`config.mk`:
```
export PLATFORM = sky130hd
export DESIGN_NAME = spictrl_apb_wrap
export DESIGN_NICKNAME = d
export VERILOG_FILES = /design/src/rtl/spictrl_apb_wrap.sv
export SDC_FILE = /design/constraint.sdc
export NUM_CORES = 1
export LEC_CHECK = 0
export CAP_MARGIN = 5
export CELL_PAD_IN_SITES_DETAIL_PLACEMENT = 1
export CELL_PAD_IN_SITES_GLOBAL_PLACEMENT = 1
export CORE_MARGIN = 5
export CORE_UTILIZATION = 44
export DETAILED_ROUTE_END_ITERATION = 10
export GPL_TIMING_DRIVEN = 0
export PLACE_DENSITY_LB_ADDON = 0.1
export SLEW_MARGIN = 10
export SYNTH_ARGS = -nofsm -noshare
export SYNTH_HDL_FRONTEND = slang
export SYNTH_SLANG_ARGS = --single-unit
export TNS_END_PERCENT = 50
```
`constraint.sdc`:
```
create_clock -name clk -period 4.16 [get_ports clk]
set_input_delay 1.248 -clock clk [delete_from_list [all_inputs] [get_ports clk]]
set_output_delay 1.248 -clock clk [all_outputs]
set_load 0.03 [all_outputs]
```
`src/rtl/spictrl_apb_wrap.sv`:
```
// APB-slave SPI controller, master or slave, single-word buffers.
// GRLIB-style port naming; SPI pins go straight to pads.
module spictrl_apb_wrap #(
    parameter int          SSWIDTH   = 8,
    parameter logic [31:0] CAP_VALUE = 32'h0801_0100
) (
    input  logic               clk,
    input  logic               rstn,
    input  logic               apbi_psel,
    input  logic               apbi_penable,
    input  logic [31:0]        apbi_paddr,
    input  logic               apbi_pwrite,
    input  logic [31:0]        apbi_pwdata,
    input  logic               apbi_testen,
    input  logic               apbi_testrst,
    input  logic               apbi_scanen,
    input  logic               apbi_testoen,
    output logic [31:0]        apbo_prdata,
    output logic               apbo_pirq,
    input  logic               spii_miso,
    input  logic               spii_mosi,
    input  logic               spii_sck,
    input  logic               spii_spisel,
    input  logic               spii_astart,
    input  logic               spii_cstart,
    input  logic               spii_ignore,
    input  logic               spii_io2,
    input  logic               spii_io3,
    output logic               spio_miso,
    output logic               spio_misooen,
    output logic               spio_mosi,
    output logic               spio_mosioen,
    output logic               spio_sck,
    output logic               spio_sckoen,
    output logic               spio_enable,
    output logic               spio_astart,
    output logic               spio_aready,
    output logic               spio_io2,
    output logic               spio_io2oen,
    output logic               spio_io3,
    output logic               spio_io3oen,
    output logic [SSWIDTH-1:0] slvsel
);

    typedef enum logic [1:0] {
        S_IDLE,
        S_RUN,
        S_DONE
    } state_t;

    state_t               r_state;
    state_t               w_state_next;
    logic [31:0]          r_mode;
    logic [3:0]           r_mask;
    logic                 r_lt;
    logic                 r_ov;
    logic                 r_ne;
    logic                 r_nf;
    logic [31:0]          r_tx;
    logic [31:0]          r_rx;
    logic [31:0]          r_txsh;
    logic [31:0]          r_rxsh;
    logic [SSWIDTH-1:0]   r_slvsel;
    logic [5:0]           r_edge;
    logic [4:0]           r_div;
    logic                 r_sck;
    logic [1:0]           r_sck_s;
    logic [1:0]           r_sel_s;
    logic [1:0]           r_mosi_s;
    logic                 r_sck_d;

    logic                 w_cpol;
    logic                 w_cpha;
    logic                 w_rev;
    logic                 w_ms;
    logic                 w_en;
    logic [3:0]           w_len;
    logic [3:0]           w_pm;
    logic                 w_master;
    logic                 w_sel;
    logic                 w_slave;
    logic                 w_wr;
    logic                 w_rd_acc;
    logic [5:0]           w_addr;
    logic [4:0]           w_lenm1;
    logic [4:0]           w_div_max;
    logic [5:0]           w_edge_max;
    logic                 w_tick;
    logic                 w_in;
    logic                 w_txbit;
    logic                 w_samp;
    logic [31:0]          w_rx_word;
    logic                 w_start;
    logic                 w_abort;
    logic                 w_run;
    logic [31:0]          w_rdata;
    logic                 w_unused;

    assign w_cpol   = r_mode[29];
    assign w_cpha   = r_mode[28];
    assign w_rev    = r_mode[26];
    assign w_ms     = r_mode[25];
    assign w_en     = r_mode[24];
    assign w_len    = r_mode[23:20];
    assign w_pm     = r_mode[19:16];
    assign w_master = w_en & w_ms;
    assign w_sel    = ~r_sel_s[1];
    assign w_slave  = w_en & ~w_ms & w_sel;

    assign w_wr     = apbi_psel & apbi_penable & apbi_pwrite;
    assign w_rd_acc = apbi_psel & apbi_penable & ~apbi_pwrite;
    assign w_addr   = apbi_paddr[7:2];

    // Word length minus one: 0 means 32 bits, 1..3 clamp to 4 bits.
    assign w_lenm1    = (w_len == 4'd0) ? 5'd31 :
                        (w_len < 4'd4)  ? 5'd3  : {1'b0, w_len};
    assign w_div_max  = {w_pm, 1'b1};
    assign w_edge_max = {w_lenm1, 1'b1};

    // Master ticks on its own divider, slave on synchronized SCK edges.
    assign w_tick = w_master ? (r_div == w_div_max)
                             : (r_sck_s[1] ^ r_sck_d);
    assign w_in   = w_master ? spii_miso : r_mosi_s[1];
    assign w_txbit = w_rev ? r_txsh[w_lenm1] : r_txsh[0];
    // Even edges are leading; CPHA moves sampling to the trailing edge.
    assign w_samp = ~r_edge[0] ^ w_cpha;
    // LSB-first words arrive at the top and are right-aligned here.
    assign w_rx_word = w_rev ? r_rxsh : (r_rxsh >> (~w_lenm1));
    assign w_run  = (r_state == S_RUN) & ~w_abort;

    // Shifter state register.
    always_ff @(posedge clk or negedge rstn) begin
        if (!rstn) r_state <= S_IDLE;
        else       r_state <= w_state_next;
    end

    // Shifter next state: start, abort on disable/deselect, finish.
    always_comb begin
        w_state_next = r_state;
        w_start      = 1'b0;
        w_abort      = 1'b0;
        case (r_state)
            S_IDLE: begin
                if ((w_master && !r_nf) || w_slave) begin
                    w_start      = 1'b1;
                    w_state_next = S_RUN;
                end
            end
            S_RUN: begin
                if (!w_en || (!w_ms && !w_sel)) begin
                    w_abort      = 1'b1;
                    w_state_next = S_IDLE;
                end else if (w_tick && r_edge == w_edge_max) begin
                    w_state_next = S_DONE;
                end
            end
            S_DONE:  w_state_next = S_IDLE;
            default: w_state_next = S_IDLE;
        endcase
    end

    // Two-flop synchronizers for slave pad inputs plus SCK edge history.
    always_ff @(posedge clk or negedge rstn) begin
        if (!rstn) begin
            r_sck_s  <= 2'b00;
            r_sel_s  <= 2'b11;
            r_mosi_s <= 2'b00;
            r_sck_d  <= 1'b0;
        end else begin
            r_sck_s  <= {r_sck_s[0], spii_sck};
            r_sel_s  <= {r_sel_s[0], spii_spisel};
            r_mosi_s <= {r_mosi_s[0], spii_mosi};
            r_sck_d  <= r_sck_s[1];
        end
    end

    // Shift datapath: SCK generation, bit sampling and shifting out.
    always_ff @(posedge clk or negedge rstn) begin
        if (!rstn) begin
            r_txsh <= '0;
            r_rxsh <= '0;
            r_edge <= '0;
            r_div  <= '0;
            r_sck  <= 1'b0;
        end else if (w_start) begin
            r_txsh <= r_tx;
            r_rxsh <= '0;
            r_edge <= '0;
            r_div  <= '0;
            r_sck  <= w_cpol;
        end else if (w_run) begin
            if (w_master)
                r_div <= (r_div == w_div_max) ? 5'd0 : r_div + 5'd1;
            if (w_tick) begin
                r_edge <= r_edge + 6'd1;
                if (w_master) r_sck <= ~r_sck;
                if (w_samp)
                    r_rxsh <= w_rev ? {r_rxsh[30:0], w_in}
                                    : {w_in, r_rxsh[31:1]};
                else if (r_edge != 6'd0)
                    r_txsh <= w_rev ? {r_txsh[30:0], 1'b0}
                                    : {1'b0, r_txsh[31:1]};
            end
        end else begin
            r_sck <= w_cpol;
        end
    end

    // APB register writes, event flags and word completion.
    always_ff @(posedge clk or negedge rstn) begin
        if (!rstn) begin
            r_mode   <= '0;
            r_mask   <= '0;
            r_lt     <= 1'b0;
            r_ov     <= 1'b0;
            r_ne     <= 1'b0;
            r_nf     <= 1'b1;
            r_tx     <= '0;
            r_rx     <= '0;
            r_slvsel <= '1;
        end else begin
            if (w_wr) begin
                case (w_addr)
                    6'h08: r_mode <= apbi_pwdata;
                    6'h09: begin
                        if (apbi_pwdata[14]) r_lt <= 1'b0;
                        if (apbi_pwdata[12]) r_ov <= 1'b0;
                    end
                    6'h0A: r_mask <= {apbi_pwdata[14], apbi_pwdata[12],
                                      apbi_pwdata[9], apbi_pwdata[8]};
                    6'h0C: begin
                        if (r_nf) begin
                            r_tx <= apbi_pwdata;
                            r_nf <= 1'b0;
                        end
                    end
                    6'h0E: r_slvsel <= apbi_pwdata[SSWIDTH-1:0];
                    default: ;
                endcase
            end
            if (w_rd_acc && w_addr == 6'h0D) r_ne <= 1'b0;
            if (r_state == S_DONE) begin
                r_nf <= 1'b1;
                r_lt <= 1'b1;
                if (r_ne) begin
                    r_ov <= 1'b1;
                end else begin
                    r_rx <= w_rx_word;
                    r_ne <= 1'b1;
                end
            end
        end
    end

    // APB read mux, zero when not selected or unmapped.
    always_comb begin
        w_rdata = '0;
        if (apbi_psel) begin
            case (w_addr)
                6'h00: w_rdata = CAP_VALUE;
                6'h08: w_rdata = r_mode;
                6'h09: w_rdata = {17'd0, r_lt, 1'b0, r_ov, 2'b00,
                                  r_ne, r_nf, 8'd0};
                6'h0A: w_rdata = {17'd0, r_mask[3], 1'b0, r_mask[2],
                                  2'b00, r_mask[1], r_mask[0], 8'd0};
                6'h0D: w_rdata = r_rx;
                6'h0E: w_rdata = 32'(r_slvsel);
                default: w_rdata = '0;
            endcase
        end
    end

    assign apbo_prdata  = w_rdata;
    assign apbo_pirq    = |({r_lt, r_ov, r_ne, r_nf} & r_mask);

    assign spio_miso    = w_txbit;
    assign spio_mosi    = w_txbit;
    assign spio_sck     = r_sck;
    assign spio_misooen = ~w_slave;
    assign spio_mosioen = ~w_master;
    assign spio_sckoen  = ~w_master;
    assign spio_enable  = w_en;
    assign spio_astart  = 1'b0;
    assign spio_aready  = 1'b0;
    assign spio_io2     = 1'b0;
    assign spio_io3     = 1'b0;
    assign spio_io2oen  = 1'b1;
    assign spio_io3oen  = 1'b1;
    assign slvsel       = r_slvsel;

    assign w_unused = ^{apbi_testen, apbi_testrst, apbi_scanen,
                        apbi_testoen, apbi_paddr[31:8],
                        apbi_paddr[1:0], spii_astart, spii_cstart,
                        spii_ignore, spii_io2, spii_io3};

endmodule

```
# Word level (Yosys, flattened, before mapping)
# Cells that the tools add are included.
# totals
regBits	197
latchBits	0
mem_bits_rw	0
rom_bits	0
input_bits	82
output_inout_bits	54
word_cells	150
n_memories	0
# op_classes
n_addsub	2
n_mul	0
n_div	0
order_cmp	2
n_eq_ne	15
shifts	1
mux	55
bitwise	20
reduce_logical	36
# ops
cell	count
$mux 32	13
$pmux 32 s6	1
$eq 6x4->1 const B	6
$shr 32x5->32	1
$mux 1	27
$mux 5	5
$mux 6	3
$reduce_and 2->1	9
$reduce_bool 2->1	9
$not 1->1	9
$reduce_and 3->1	3
$and 1x1->1	7
$add 6x1->6 const B	1
$eq 6x6->1	1
$logic_not 6->1	1
$lt 5x6->1 const B	1
$mux 2	3
$ne 3x3->1 const B	2
$reduce_bool 6->1	1
$add 5x1->5 const B	1
$bmux 1 s5	1
$eq 5x5->1	1
$not 5->5	1
$and 4x4->4	1
16 further kinds	23

# Depth between registers and ports, before layout
# Gate-level depths: netlist (run 1).
# logic_depth
depth_word	9
ltp_mapped	9
mapped_depth_nobuf	5

# Worst setup path after synthesis (run 1)
# Ideal clock, no wire load.
# synth_timing
kind	input to output
start	input port apbi_paddr[7]
end	output port apbo_prdata[26]
t_arrival_ns	2.803
required_ns	2.912
slack_ns	0.109
stages	7
n_path_buf	2
path_cell_list	nor2_1 nand3_1 nor3_1 clkbuf_1 buf_2 a22oi_1 nor2_1
# synth_via
elab_chain_len	3
word_cells_on_any_way	8
classes_between	eq/ne (5); mux (2); reduce/logical (1)
# synth_lines
item	line_no	text
start, declared	11	input logic [31:0] apbi_paddr,
$eq 6x4->1 / $logic_not 6->1 (equally long branches)	259	case (w_addr)
$pmux 32 s6 *	259	
$mux 32 *	258	if (apbi_psel) begin
end, declared	18	output logic [31:0] apbo_prdata,
# Every way passes the cells marked *; elsewhere a longest branch is shown, timed or not.

# Final worst setup path (run 1)
# layout_timing
start	input port apbi_paddr[2]
end	output port apbo_prdata[31]
# Same word-level chain as after synthesis.

==> results of run 1 <==
power by group:
group          leakage (nW)  internal, mW  switching (mW)
sequential             2.65          2.06           0.142
clock                 0.297         0.834           0.892
combinational          2.93         0.367           0.448
sequential cells by signal (all words and copies together) (netlist names), 4 cells and up:
name    flops
r_rxsh     32
slvsel      8
r_mode     32
r_edge      6
r_div       5
r_mask      4
r_tx       32
r_rx       32
r_txsh     32
worst paths after layout:
kind | endpoint | slack, ns | cells past startpoint
max | apbo_prdata[31] | 0.04 | 7
min | r_sel_s[1] | 0.36 | 0
max reg2reg | r_rx[2] | 1.08 | 6
min reg2reg | r_sel_s[1] | 0.36 | 0
max in group asynchronous | r_nf | 2.71 | 2
min in group asynchronous | r_sck_d | 0.65 | 1
placed cells by master, fill, tap and decap left out, types with 8 or more instances in the layout:
cell	netlist	routed
sky130_fd_sc_hd__clkbuf_1	48	38
sky130_fd_sc_hd__nand2_1	83	83
sky130_fd_sc_hd__dfrtp_1	186	185
sky130_fd_sc_hd__a21o_1	9	9
sky130_fd_sc_hd__and3_1	12	12
sky130_fd_sc_hd__nand3_1	21	18
sky130_fd_sc_hd__a222oi_1	9	9
sky130_fd_sc_hd__clkdlybuf4s50_1	0	53
sky130_fd_sc_hd__nand2b_1	15	14
sky130_fd_sc_hd__nor2b_1	13	13
sky130_fd_sc_hd__mux2_1	36	36
sky130_fd_sc_hd__a211oi_1	10	10
sky130_fd_sc_hd__o22ai_1	13	12
sky130_fd_sc_hd__mux2i_1	103	103
sky130_fd_sc_hd__a221oi_2	30	30
sky130_fd_sc_hd__buf_2	19	36
sky130_fd_sc_hd__buf_1	8	8
sky130_fd_sc_hd__nor3_1	10	9
sky130_fd_sc_hd__clkbuf_16	0	17
sky130_fd_sc_hd__dfstp_2	11	11
sky130_fd_sc_hd__a221oi_1	9	9
sky130_fd_sc_hd__o21ai_0	24	24
sky130_fd_sc_hd__a21oi_1	45	45
sky130_fd_sc_hd__a22oi_1	31	31
sky130_fd_sc_hd__inv_1	41	40
sky130_fd_sc_hd__nor2_1	108	104
sky130_fd_sc_hd__buf_4	18	38
sky130_fd_sc_hd__mux2_2	45	45
layer usage:
| metal | share of wire, % | global-route usage (%) | vias up | wire length, µm |
|---|---|---|---|---|
| li1 | - | - | 4185 | - |
| met4 | 2.8 | 7.97 | 2 | 1090 |
| met2 | 45 | 42.8 | 374 | 17900 |
| met3 | 7.0 | 6.59 | 61 | 2760 |
| met1 | 45 | 39.4 | 4847 | 17800 |
| met5 | 0.020 | 0 | - | 8 |
metrics by stage:
step | setup slack, ns | util (%) | TNS, ns
global placement | -6.91 | 49.9 | -1364.28
global route | -0.0150 | 53.0 | -0.0279
CTS | -0.0108 | 53.3 | -0.0137
finish | 0.0391 | 53.0 | 0
detailed placement | -1.32 | 50.1 | -37.48
floorplan | 0.109 | - | 0
kinds of logic after synthesis:
group | count (synthesis) | synth area share, %
simple gates | 295 | 12.4
compound gates | 245 | 17.6
flops | 197 | 44.6
mux | 188 | 18.4
buf+inv | 138 | 5.70
xor+xnor | 10 | 0.926
fa+ha+maj | 3 | 0.339
other cells | 2 | 0.0678
final cells by class:
type	instances	share of cell area (%)
tap	330	3.12
buffer	95	4.18
antenna	2	0.0378
sequential	197	37.4
clock buffer	18	3.32
clock inverter	14	1.28
inverter	42	1.19
timing repair buffer	106	7.35
multi-input combinational	747	42.2
timing repair:
| item | in CTS | in global routing |
|---|---|---|
| buffers inserted | 8 | 1 |
| pin swaps | 7 | 6 |
| resized for setup | 182 | 42 |
| cloned | 2 | 0 |
| hold buffers | 0 | 0 |
| setup endpoints to repair | 34 | 27 |
==> results.cfg, run 1 <==
[global_routing]
grt_first_pass_wirelength_um = 61100
global_route.usage.total_pct = 27.8
grt_max_degree = 94
grt-ovfl-total = 0
number_of_antenna_violations_at_the_first_check_in_global_routing = 2
number_of_global_route_vias_before_repair = 9866

[cells_and_area]
fin_nets = 1291
post-route-cell-area_mm2 = 0.0132
n_fill_cell = 2804
finalNonFillerCells = 1551
multi_input_area_mm2 = 0.00558
drive_above_1_share_pct = 20.0
sequential_cell_area_mm2 = 0.00494
area_delta_synth_final_pct = 19.5

[yosys]
yosys_top_cell_area_share_pct = 42.0
synth_warnings = 0
syn-cell-area_mm2 = 0.0111
postSynthAreaPerCell_um2 = 10.3
synth_seq_cells = 197
synth_most_common_cell = sky130_fd_sc_hd__dfrtp_1
synth.top_cells.by_area = sky130_fd_sc_hd__dfrtp_1, sky130_fd_sc_hd__mux2i_1, sky130_fd_sc_hd__mux2_2, sky130_fd_sc_hd__a221oi_2, sky130_fd_sc_hd__mux2_1
synthCells = 1078
ys_seq_area_share_pct = 44.6
synth-edff-count = 0
dominant_cell_type_by_area_after_synthesis = sky130_fd_sc_hd__dfrtp_1
asyncSetResetFlopFracSynth_pct = 100
synth.distinct_cells = 80
synth_commonest_cells = sky130_fd_sc_hd__dfrtp_1, sky130_fd_sc_hd__nor2_1, sky130_fd_sc_hd__mux2i_1
synth_top_flop_cell = sky130_fd_sc_hd__dfrtp_1

[detailed_routing]
detailedRoute.firstIterationViolations = 998
final_antenna_net_count = 0
drt-vias-per-instance = 6.11
drt-wirelength-per-cell_um = 25.5
first_pass_iters = 5
drt-total-wl_um = 39500
via_count = 9469
post-route-drc-count = 0

[critical_path]
worstPathCellList = dlygate4sd2_1 -> nand2b_1 -> o22ai_1 -> nand3_2 -> buf_4 -> nor2_1 -> buf_2
critical_path_arrival_ns = 2.87
worst-path-buf-inv = 3
setup.worst_path.start = apbi_paddr[2]
r2r_start = r_state[1]
timing.setup.critical_path_class = in2out
critPathRequiredTime_ns = 2.91
setup.worst_path.start_class = input port
critical-path-top-delay-family = buffers and inverters
end_kind = primary output
worst_path_largest_cell_delay_ns = 0.33
timing.critical_path.slowest_stage_cell = sky130_fd_sc_hd__dlygate4sd2_1
worst-path-max-fanout = 10

[sta]
fin_crit_sh_pct = 99.1
finalHoldViolations = 0
final.setup_skew_ns = 0.0215
worst_hold_slack_ns = 0.359
finalCriticalPeriod_ns = 4.12
slew_headroom_pct = 27.7
worst_margin_pin_slew_ns = 1.07
fmax_mhz = 243
total_setup_violations_reported_at_the_end_of_the_flow = 0
drv_slew = 0

[placed_design]
post-place-cells = 1508
placed_area_mm2 = 0.0125
portBuffers = 94
globalplace.congestion = 0.919
dp_hpwl_um = 29300

[floorplan]
coreArea_mm2 = 0.0250
chipHeight_um = 169
boundaryPins = 136
dieArea_mm2 = 0.0285
initial_utilization_pct = 44.4
number_of_core_rows = 58
die_x_um = 169

[outcome]
status = complete, no violations

[hold_path]
worst_hold_class = reg2reg
min_from = r_sel_s[0]

[clock_tree]
numCtsBuffers = 17
ctsRootBufferMaster = sky130_fd_sc_hd__clkbuf_16
worst_setup_hold_path_clk_slew_ns = 0.07
tritoncts = yes
cts.sink_count = 197
htreeDepth = 4
ctsLongestPathBuffers = 2
clk-insertion-delay-late_ns = 0.46

[power_and_ir_drop]
power.ir.vdd_worst_mv = 0.208
power.total_mw = 4.74
power_density_mw_per_mm2 = 358
p_leak_nw = 5.88

[flow_run]
drv_cap = 0
Power figures use the tool's default switching activity.
==> run 2: changes to the inputs <==
--- a/config.mk
+++ b/config.mk
@@ -10,6 +10,7 @@
 export CELL_PAD_IN_SITES_GLOBAL_PLACEMENT = 1
 export CORE_MARGIN = 5
 export CORE_UTILIZATION = 44
+export CTS_CLUSTER_SIZE = 24
 export DETAILED_ROUTE_END_ITERATION = 10
 export GPL_TIMING_DRIVEN = 0
 export PLACE_DENSITY_LB_ADDON = 0.1
==> results of run 2 <==
Same layout as run 1: the final DEF is identical, and so are final timing and power.
